### config.mk
export PLATFORM = sky130hd
export DESIGN_NAME = debounce_scheduler_flat
export DESIGN_NICKNAME = d
export VERILOG_FILES = /design/src/rtl/debounce_scheduler_pkg.sv /design/src/rtl/debounce_scheduler_if.sv /design/src/rtl/debounce_scheduler_timer.sv /design/src/rtl/debounce_scheduler.sv /design/src/flat_wrapper.sv
export SDC_FILE = /design/constraint.sdc
export NUM_CORES = 1
export LEC_CHECK = 0
export CAP_MARGIN = 20
export CORE_UTILIZATION = 35
export CTS_CLUSTER_SIZE = 16
export DETAILED_ROUTE_END_ITERATION = 8
export HOLD_SLACK_MARGIN = 0.1
export SYNTH_ARGS = -nofsm -noshare
export SYNTH_HDL_FRONTEND = slang
export SYNTH_SLANG_ARGS = --single-unit
### constraint.sdc
create_clock -name clk -period 3.42 [get_ports clk]
set_input_delay 0.855 -clock clk [delete_from_list [all_inputs] [get_ports clk]]
set_output_delay 0.855 -clock clk [all_outputs]
set_load 0.01 [all_outputs]
### src/rtl/debounce_scheduler_pkg.sv
// Shared types and defaults for the shared-timer button debouncer.
// Optional abort counter is enabled by defining DEBOUNCE_ABORT_CNT_EN.
package debounce_pkg;

    typedef enum logic [1:0] {
        IDLE,
        TIMING,
        COMMIT
    } state_t;

    localparam int DEB_FINAL_VALUE_DEF = 1000000;
    localparam int DEB_N_BTN_DEF       = 5;

    // Grant index width; a single channel still needs one bit.
    function automatic int id_bits(input int n);
        return (n > 1) ? $clog2(n) : 1;
    endfunction

endpackage

### src/rtl/debounce_scheduler_if.sv
// Button pins in, debounced levels and edge pulses out.
// abort_cnt exists only when DEBOUNCE_ABORT_CNT_EN is defined.
interface debounce_scheduler_if
    import debounce_pkg::*;
#(
    parameter int N_BTN = DEB_N_BTN_DEF
);
    localparam int ID_BITS = id_bits(N_BTN);

    logic [N_BTN-1:0]   btn_raw;
    logic [N_BTN-1:0]   btn_level;
    logic [N_BTN-1:0]   btn_rise;
    logic [N_BTN-1:0]   btn_fall;
    logic               busy;
    logic [ID_BITS-1:0] grant_id;
`ifdef DEBOUNCE_ABORT_CNT_EN
    logic [15:0]        abort_cnt;
`endif

    modport master (
        output btn_raw,
        input  btn_level, btn_rise, btn_fall, busy, grant_id
`ifdef DEBOUNCE_ABORT_CNT_EN
        , input abort_cnt
`endif
    );

    modport slave (
        input  btn_raw,
        output btn_level, btn_rise, btn_fall, busy, grant_id
`ifdef DEBOUNCE_ABORT_CNT_EN
        , output abort_cnt
`endif
    );

endinterface

### src/rtl/debounce_scheduler_timer.sv
// Shared stability timer: counts 0..FINAL_VALUE-1 and holds, clear beats enable.
module debounce_timer
    import debounce_pkg::*;
#(
    parameter int FINAL_VALUE = DEB_FINAL_VALUE_DEF
) (
    input  logic clk,
    input  logic reset,
    input  logic clear,
    input  logic enable,
    output logic done
);
    localparam int                 CNT_BITS = $clog2(FINAL_VALUE + 1);
    localparam logic [CNT_BITS-1:0] LAST    = CNT_BITS'(FINAL_VALUE - 1);

    logic [CNT_BITS-1:0] r_count;

    always_ff @(posedge clk or posedge reset) begin
        if (reset) begin
            r_count <= '0;
        end else if (clear) begin
            r_count <= '0;
        end else if (enable && (r_count != LAST)) begin
            r_count <= r_count + 1'b1;
        end
    end

    assign done = enable && (r_count == LAST);

endmodule

### src/rtl/debounce_scheduler.sv
// N_BTN-channel debouncer sharing one timer through a round-robin arbiter.
// Define DEBOUNCE_ABORT_CNT_EN to add a saturating count of aborted timings.
module debounce_scheduler
    import debounce_pkg::*;
#(
    parameter int N_BTN       = DEB_N_BTN_DEF,
    parameter int FINAL_VALUE = DEB_FINAL_VALUE_DEF
) (
    input  logic           clk,
    input  logic           reset,
    debounce_scheduler_if.slave bus
);
    localparam int ID_BITS = id_bits(N_BTN);

    logic [N_BTN-1:0]   r_sync1, r_sync2;
    logic [N_BTN-1:0]   r_level, r_rise, r_fall;
    logic [ID_BITS-1:0] r_grant, r_rr_ptr;
    logic               r_target;
    state_t             r_state;

    logic [N_BTN-1:0]   w_req;
    logic               w_any;
    logic [ID_BITS-1:0] w_gnt;
    logic [ID_BITS-1:0] w_rr_next;
    logic               w_abort;
    logic               w_done;

    always_ff @(posedge clk or posedge reset) begin
        if (reset) begin
            r_sync1 <= '0;
            r_sync2 <= '0;
        end else begin
            r_sync1 <= bus.btn_raw;
            r_sync2 <= r_sync1;
        end
    end

    assign w_req = r_sync2 ^ r_level;

    // Scan from rr_ptr upward with wrap; the lowest offset with a request wins.
    always_comb begin : arb
        logic [ID_BITS:0] v_sum;
        w_any = 1'b0;
        w_gnt = '0;
        v_sum = '0;
        for (int k = N_BTN - 1; k >= 0; k--) begin
            v_sum = {1'b0, r_rr_ptr} + (ID_BITS + 1)'(k);
            if (v_sum >= (ID_BITS + 1)'(N_BTN)) v_sum = v_sum - (ID_BITS + 1)'(N_BTN);
            if (w_req[v_sum[ID_BITS-1:0]]) begin
                w_any = 1'b1;
                w_gnt = v_sum[ID_BITS-1:0];
            end
        end
    end

    assign w_rr_next = (r_grant == ID_BITS'(N_BTN - 1)) ? '0 : r_grant + 1'b1;
    assign w_abort   = (r_state == TIMING) && (r_sync2[r_grant] != r_target);

    debounce_timer #(
        .FINAL_VALUE (FINAL_VALUE)
    ) u_timer (
        .clk    (clk),
        .reset  (reset),
        .clear  ((r_state != TIMING) || w_abort),
        .enable ((r_state == TIMING) && !w_abort),
        .done   (w_done)
    );

    always_ff @(posedge clk or posedge reset) begin
        if (reset) begin
            r_state  <= IDLE;
            r_grant  <= '0;
            r_rr_ptr <= '0;
            r_target <= 1'b0;
            r_level  <= '0;
            r_rise   <= '0;
            r_fall   <= '0;
        end else begin
            r_rise <= '0;
            r_fall <= '0;
            case (r_state)
                IDLE: begin
                    if (w_any) begin
                        r_grant  <= w_gnt;
                        r_target <= r_sync2[w_gnt];
                        r_state  <= TIMING;
                    end
                end
                TIMING: begin
                    if (w_abort) begin
                        r_rr_ptr <= w_rr_next;
                        r_state  <= IDLE;
                    end else if (w_done) begin
                        r_state <= COMMIT;
                    end
                end
                COMMIT: begin
                    r_level[r_grant] <= r_target;
                    if (r_target) r_rise[r_grant] <= 1'b1;
                    else          r_fall[r_grant] <= 1'b1;
                    r_rr_ptr <= w_rr_next;
                    r_state  <= IDLE;
                end
                default: r_state <= IDLE;
            endcase
        end
    end

`ifdef DEBOUNCE_ABORT_CNT_EN
    logic [15:0] r_abort_cnt;

    always_ff @(posedge clk or posedge reset) begin
        if (reset) begin
            r_abort_cnt <= '0;
        end else if (w_abort && (r_abort_cnt != 16'hFFFF)) begin
            r_abort_cnt <= r_abort_cnt + 16'd1;
        end
    end

    assign bus.abort_cnt = r_abort_cnt;
`endif

    assign bus.btn_level = r_level;
    assign bus.btn_rise  = r_rise;
    assign bus.btn_fall  = r_fall;
    assign bus.busy      = (r_state != IDLE);
    assign bus.grant_id  = r_grant;

endmodule

### src/flat_wrapper.sv
// flat-port wrapper written by rule: the top's interface ports become plain ports
module debounce_scheduler_flat import debounce_pkg::*;
#(
    parameter int N_BTN       = DEB_N_BTN_DEF,
    parameter int FINAL_VALUE = DEB_FINAL_VALUE_DEF
)
  (clk, reset, bus_btn_raw, bus_btn_level, bus_btn_rise, bus_btn_fall, bus_busy, bus_grant_id);
  debounce_scheduler_if #(.N_BTN(N_BTN)) bus_i ();
  input  logic clk;
  input  logic reset;
  input wire logic [$bits(bus_i.btn_raw)-1:0] bus_btn_raw;
  output wire logic [$bits(bus_i.btn_level)-1:0] bus_btn_level;
  output wire logic [$bits(bus_i.btn_rise)-1:0] bus_btn_rise;
  output wire logic [$bits(bus_i.btn_fall)-1:0] bus_btn_fall;
  output wire logic [$bits(bus_i.busy)-1:0] bus_busy;
  output wire logic [$bits(bus_i.grant_id)-1:0] bus_grant_id;
  assign bus_i.btn_raw = bus_btn_raw;
  assign bus_btn_level = bus_i.btn_level;
  assign bus_btn_rise = bus_i.btn_rise;
  assign bus_btn_fall = bus_i.btn_fall;
  assign bus_busy = bus_i.busy;
  assign bus_grant_id = bus_i.grant_id;
  debounce_scheduler #(.N_BTN(N_BTN), .FINAL_VALUE(FINAL_VALUE)) u_core (.clk(clk), .reset(reset), .bus(bus_i));
endmodule
* Word level (Yosys, flattened, before mapping)
Index checks and enable logic that the tools add are counted.
** Storage, ports and cells
- Bits in registers :: 54
- Bits of input ports :: 7
- Output and inout port bits :: 19
- Logic and storage cells :: 104
** Operators by class
- $add $sub $neg :: 11
- Order comparisons :: 13
- Equal/unequal tests :: 10
- Mux-type cells :: 45
- Bitwise operators :: 1
- Reduce and logical (&&, ||, !) cells :: 14
** Operator list (count)
- $mux W20 :: 2
- $mux W3 :: 12
- $lt A3 B4 Y1 const B :: 7
- $bmux W1 S3 :: 7
- $add A20 B1 Y20 const B :: 1
- $eq A20 B20 Y1 const B :: 1
- $mux W5 :: 4
- $ne A20 B20 Y1 const B :: 1
- $ge A4 B3 Y1 const B :: 4
- $sub A3 B3 Y3 const B :: 5
- $mux W1 :: 13
- $add A3 B2 Y4 const B :: 2
- $mux W2 :: 3
- $ne A2 B1 Y1 const B :: 3
- $pmux W3 S2 :: 1
- $reduce_and A2 Y1 :: 3
- $reduce_bool A2 Y1 :: 3
- $bwmux W5 :: 1
- $logic_and A1 B1 Y1 :: 5
- $xor A5 B5 Y5 :: 1
- $add A3 B1 Y4 const B :: 1
- $add A3 B3 Y4 const B :: 1
- $pmux W2 S2 :: 1
- $add A3 B1 Y3 const B :: 1
- other kinds (11) :: 11

* Logic depth before layout (Yosys ltp)
Gate-level depths: netlist (run 1).
- Depth in word-level cells :: 12
- Mapped depth :: 15
- Mapped depth without buffers :: 14

* Hierarchy
Synthesis (run 1) repeated with hierarchy kept, for this count alone.
** Unflattened totals
- Cells, all modules :: 410
- Area total of the unflattened synthesis :: 3778.6 um^2
** Modules (own cells, without submodules)
- debounce_scheduler :: times used 1, cells each 283, area an instance 2561.2 um^2, seq. area each 850.8 um^2
- debounce_timer :: times used 1, cells each 127, area an instance 1217.4 um^2, seq. area each 500.5 um^2

* Least setup slack after synthesis (run 1)
No wires, ideal clock.
- Path kind :: register -> register
- Start :: register u_core.r_rr_ptr[0]
- End :: register u_core.r_target
- Setup time :: 0.087 ns
- Arrival :: 3.193 ns
- Data required time :: 3.333 ns
- Setup slack :: 0.140 ns
- Cell stages (with the launch flop) :: 15
- Buffers on the path :: 1
- Period minus slack after synthesis :: 3.280 ns
- Cells stage by stage :: dfrtp_1 buf_4 inv_2 ha_1 ha_1 or2_1 o21a_1 nand3_1 o32ai_1 or2_1 or4b_1 a21boi_0 a211oi_1 or3_1 o211ai_1
** On the way
- Word-level cells in the longest chain between the ends :: 12
- Elaborated cells between the ends (all ways) :: 42
- Those cells by class :: add/sub: 9; order compare: 5; mux: 27; reduce/logical: 1
** Ends and longest elaborated chain
- from (decl) :: line debounce_scheduler.sv:17 : logic [ID_BITS-1:0] r_grant, r_rr_ptr;
- from (signal assigned) :: line debounce_scheduler.sv:91 : r_rr_ptr <= w_rr_next;
- from (signal assigned) :: line debounce_scheduler.sv:101 : r_rr_ptr <= w_rr_next;
- $add A3 B3 Y4 :: line debounce_scheduler.sv:47 : v_sum = {1'b0, r_rr_ptr} + (ID_BITS + 1)'(k);
- $ge A4 B3 Y1 or $sub A3 B3 Y3 (tied branches) :: line debounce_scheduler.sv:48 : if (v_sum >= (ID_BITS + 1)'(N_BTN)) v_sum = v_sum - (ID_BITS + 1)'(N_BTN);
- $mux W3 :: line debounce_scheduler.sv:48
- $bmux W1 S3 :: line debounce_scheduler.sv:49 : if (w_req[v_sum[ID_BITS-1:0]]) begin
- $mux W1 (not written as such) :: line debounce_scheduler.sv:49
- $mux W3 (5 in series) :: line debounce_scheduler.sv:49
- $bmux W1 S3 :: line debounce_scheduler.sv:85 : r_target <= r_sync2[w_gnt];
- $mux W1 (not written as such) :: line debounce_scheduler.sv:85
- to (signal assigned) :: line debounce_scheduler.sv:85
- to (decl) :: line debounce_scheduler.sv:18 : logic r_target;
Several ways; a longest one is shown, not always the timed one. The select of a mux whose other input is x is not followed.
A chain may end at the register's enable or synchronous reset.

* Worst setup path in the final report (run 1)
Same ends and word-level chain as after synthesis.

==> results of run 1 <==
-- cell usage after synthesis (2+ instances only) --
library cell | instances | area share [%]
a211oi_1 | 4 | 0.93
or2_1 | 2 | 0.39
or2_2 | 3 | 0.58
and3_1 | 3 | 0.58
nand3b_1 | 4 | 0.93
nor2b_1 | 7 | 1.4
nor3_1 | 12 | 1.9
nand2b_1 | 9 | 1.7
o22ai_1 | 3 | 0.58
inv_1 | 10 | 1.2
o2111a_1 | 2 | 0.70
clkbuf_1 | 5 | 0.58
xnor2_1 | 11 | 3.0
nand3_1 | 16 | 2.5
or3_1 | 5 | 0.97
nand4_1 | 3 | 0.58
nor2_1 | 48 | 5.6
ha_1 | 12 | 4.6
nand2_1 | 25 | 2.9
mux2i_1 | 8 | 2.5
a21o_1 | 6 | 1.4
a31oi_1 | 5 | 0.97
nor4_1 | 3 | 0.58
o21a_1 | 3 | 0.70
o21ai_0 | 10 | 1.5
a21oi_1 | 16 | 2.5
nor3b_1 | 2 | 0.46
mux2_1 | 3 | 1.0
and2_1 | 2 | 0.39
dfrtp_1 | 54 | 42
xor2_1 | 16 | 4.3
-- worst paths after layout --
check,cells past startpoint,to,startpoint,slack (ns)
hold reg to reg,0,u_core.r_sync2[4]$_DFF_PP0_,u_core.r_sync1[4]$_DFF_PP0_,0.36
setup / recovery,13,u_core.r_target$_DFFE_PP0P_,u_core.r_rr_ptr[0]$_DFFE_PP0P_,0.19
max in group asynchronous,3,u_core.u_timer.r_count[10]$_DFFE_PP0P_,reset,1.93
min in group asynchronous,3,u_core.bus.btn_fall[0]$_DFF_PP0_,reset,1.05
setup reg to reg,13,u_core.r_target$_DFFE_PP0P_,u_core.r_rr_ptr[0]$_DFFE_PP0P_,0.19
hold / removal,0,u_core.r_sync2[4]$_DFF_PP0_,u_core.r_sync1[4]$_DFF_PP0_,0.36
-- layer usage --
layer / routed length (um) / up-vias
li1: - / 1281
met1: 3630 / 1270
met2: 3270 / 58
met3: 273 / 8
met4: 102 / 0
met5: 0 / -
-- sequential cells by signal, indices dropped and copies added (netlist names) --
signal and flops:
u_core.r_rr_ptr 3, u_core.r_target 1, u_core.bus.btn_rise 5, u_core.bus.btn_fall 5, u_core.bus.grant_id 3, u_core.r_sync2 5
u_core.bus.btn_level 5, u_core.r_sync1 5, u_core.r_state 2, u_core.u_timer.r_count 20
-- cell type report --
class	count	share of cell area, %
multi-input cells	271	48.3
flip-flops and latches	54	35.2
repair buffers	37	8.87
well taps	108	3.52
clock buffers	5	1.79
clock inverters	3	1.27
inverters	11	1.08
-- repair_timing --
item	CTS	global route
hold buffers	0	0
gates resized for setup	0	16
setup endpoints to repair	0	1
-- cells by family (layout without fill, tap and decap cells) --
family          Yosys count  after routing  synth area share [%]
simple gates            154            154                  24.2
xor+xnor                 28             28                  7.83
buf+inv                  19             56                  2.60
compound gates           63             63                  13.6
mux                      13             13                  4.65
fa+ha+maj                13             13                  5.27
flops                    54             54                  41.8
-- where the power goes --
group	internal, mW	switching, mW	total [mW]
Combinational	1.03	1.37	2.40
Clock	0.223	0.224	0.447
Sequential	0.706	0.0916	0.798
-- stage by stage --
step	total power, mW	utilization [%]
6_report	3.65	43.6
5_1_grt	3.94	43.6
4_1_cts	3.47	42.9
3_5_place_dp	3.01	41.6
3_3_place_gp	3.00	41.6
2_1_floorplan	2.49	-
==> results_dict.tcl, run 1 <==
set metrics [dict create \
    outcome "finished, violations left" \
    failed_checks "DRC" \
    cp_common_cell "or2_1" \
    syn_avg_cell_area_um2 9.39 \
    use_met3_pct 2.22 \
    h-tree-depth 2 \
    tightest_slew_ns 0.835 \
    hold_path_class "flop to flop" \
    grt_usage_pct 16.3 \
    num_vias 2617 \
    rsz0062_at_grt "false" \
    async_flop_share_pct 100 \
    cts_buffers 5 \
    finalSetupTns_ns 0 \
    insertedDiodeCount 0 \
    overflow 0 \
    syn_inst 344 \
    final_nets 400 \
    p_leak_nw 1.65 \
    layout-drive-gt1-share_pct 11.5 \
    cts.root.buffer_cell "clkbuf_8" \
    vdd_ir_drop_max_uv 405 \
    start_util_pct 36.7 \
    busiest_layer "met2" \
    worstPathCellList "inv_2, ha_4, ha_2, or2_1, o21a_1, nand3_1, o32ai_1, or2_1, or4b_1, a21boi_0, a211oi_1, or3_1, o211ai_1" \
    final_common_cell "dfrtp_1" \
    synth_edf_count 0 \
    wl_mm 7.27 \
    cp.buffers_inverters 1 \
    io_pins 26 \
    synth.distinct_cells 63 \
    synth_ff_type "dfrtp_1" \
    dieArea_um2 9610 \
    grt_pass1_wl_mm 12.7 \
    post_cts_buffers 0 \
    clock_skew_ns 0.00916 \
    cts_tree "done" \
    min_period_ns 3.23 \
    fillers 827 \
    fin_hold_ws_ns 0.357 \
    drt_pass1_iterations 7 \
    setup_viol 0 \
    ant_nets 0 \
    fin_crit_sh_pct 94.6 \
    regArea_um2 1350 \
    drt_iter0_drc 109 \
    cts.sinks 54 \
    numPlacedInstances 481 \
    synthToLayoutAreaGrowth_pct 18.8 \
    multi_input_area_um2 1850 \
    dp_hpwl_mm 5.51 \
    globalplace.congestion 0.903 \
    grtUsageMet2_pct 24.7 \
    critPathLaunchType "flop" \
    ys_warn_count 0 \
    p_per_area_nw_per_um2 950 \
    clk_latency_ns 0.31 \
    synth.net_count 364 \
    worstPathArrival_ns 3.47 \
    place_ws_ns 0.0920 \
    viasPerCell 5.35 \
    worst_path_max_delay_cell "or4b_1" \
    seq_area_frac_synth_pct 41.8 \
    first_global_vias 2581 \
    post-route-cell-area_um2 3840 \
    numPortBuffers 25 \
    setup_ws_ns 0.186 \
    drc 1 \
    cp.required_ns 3.66 \
    row_count 34 \
    core_region_area_um2 8810 \
    hold_viol_final 0 \
    syn-cell-area_um2 3230 \
    antenna_found_initial 0 \
    maxCapViolCount 0 \
    ys_ff_latch 54 \
    dpl-instance-area_um2 3660 \
    die_w_um 98.1 \
    drv_slew 0 \
    relSlewSlack_pct 44.3 \
    grtUsageMet1_pct 24.2 \
    end_kind "flop" \
    mostFrequentLayoutCells "dfrtp_1, nor2_1, nand2_1, clkdlybuf4s50_1" \
    crit_path_max_fanout 7 \
    cp_slowest_stage_delay_ns 0.52 \
    fp.dieH_um 98.1 \
    max_freq_mhz 309 \
    grt_max_degree 55 \
    path_clk_slew_ns 0.11 \
    final_cells 489 \
    clock_path_buffers 2 \
    critPathTopFamily "simple AND/OR/NAND/NOR gates" \
    path_class "flop to flop" \
    avgRoutedWirePerCell_um 14.9 \
]
Power figures use the tool's default switching activity.
==> run 2, diff against run 1 <==
--- a/config.mk
+++ b/config.mk
@@ -10,6 +10,7 @@
 export CTS_CLUSTER_SIZE = 16
 export DETAILED_ROUTE_END_ITERATION = 8
 export HOLD_SLACK_MARGIN = 0.1
+export SLEW_MARGIN = 20
 export SYNTH_ARGS = -nofsm -noshare
 export SYNTH_HDL_FRONTEND = slang
 export SYNTH_SLANG_ARGS = --single-unit
==> results of run 2 <==
Final layout, timing and power as in run 1 (identical DEF).
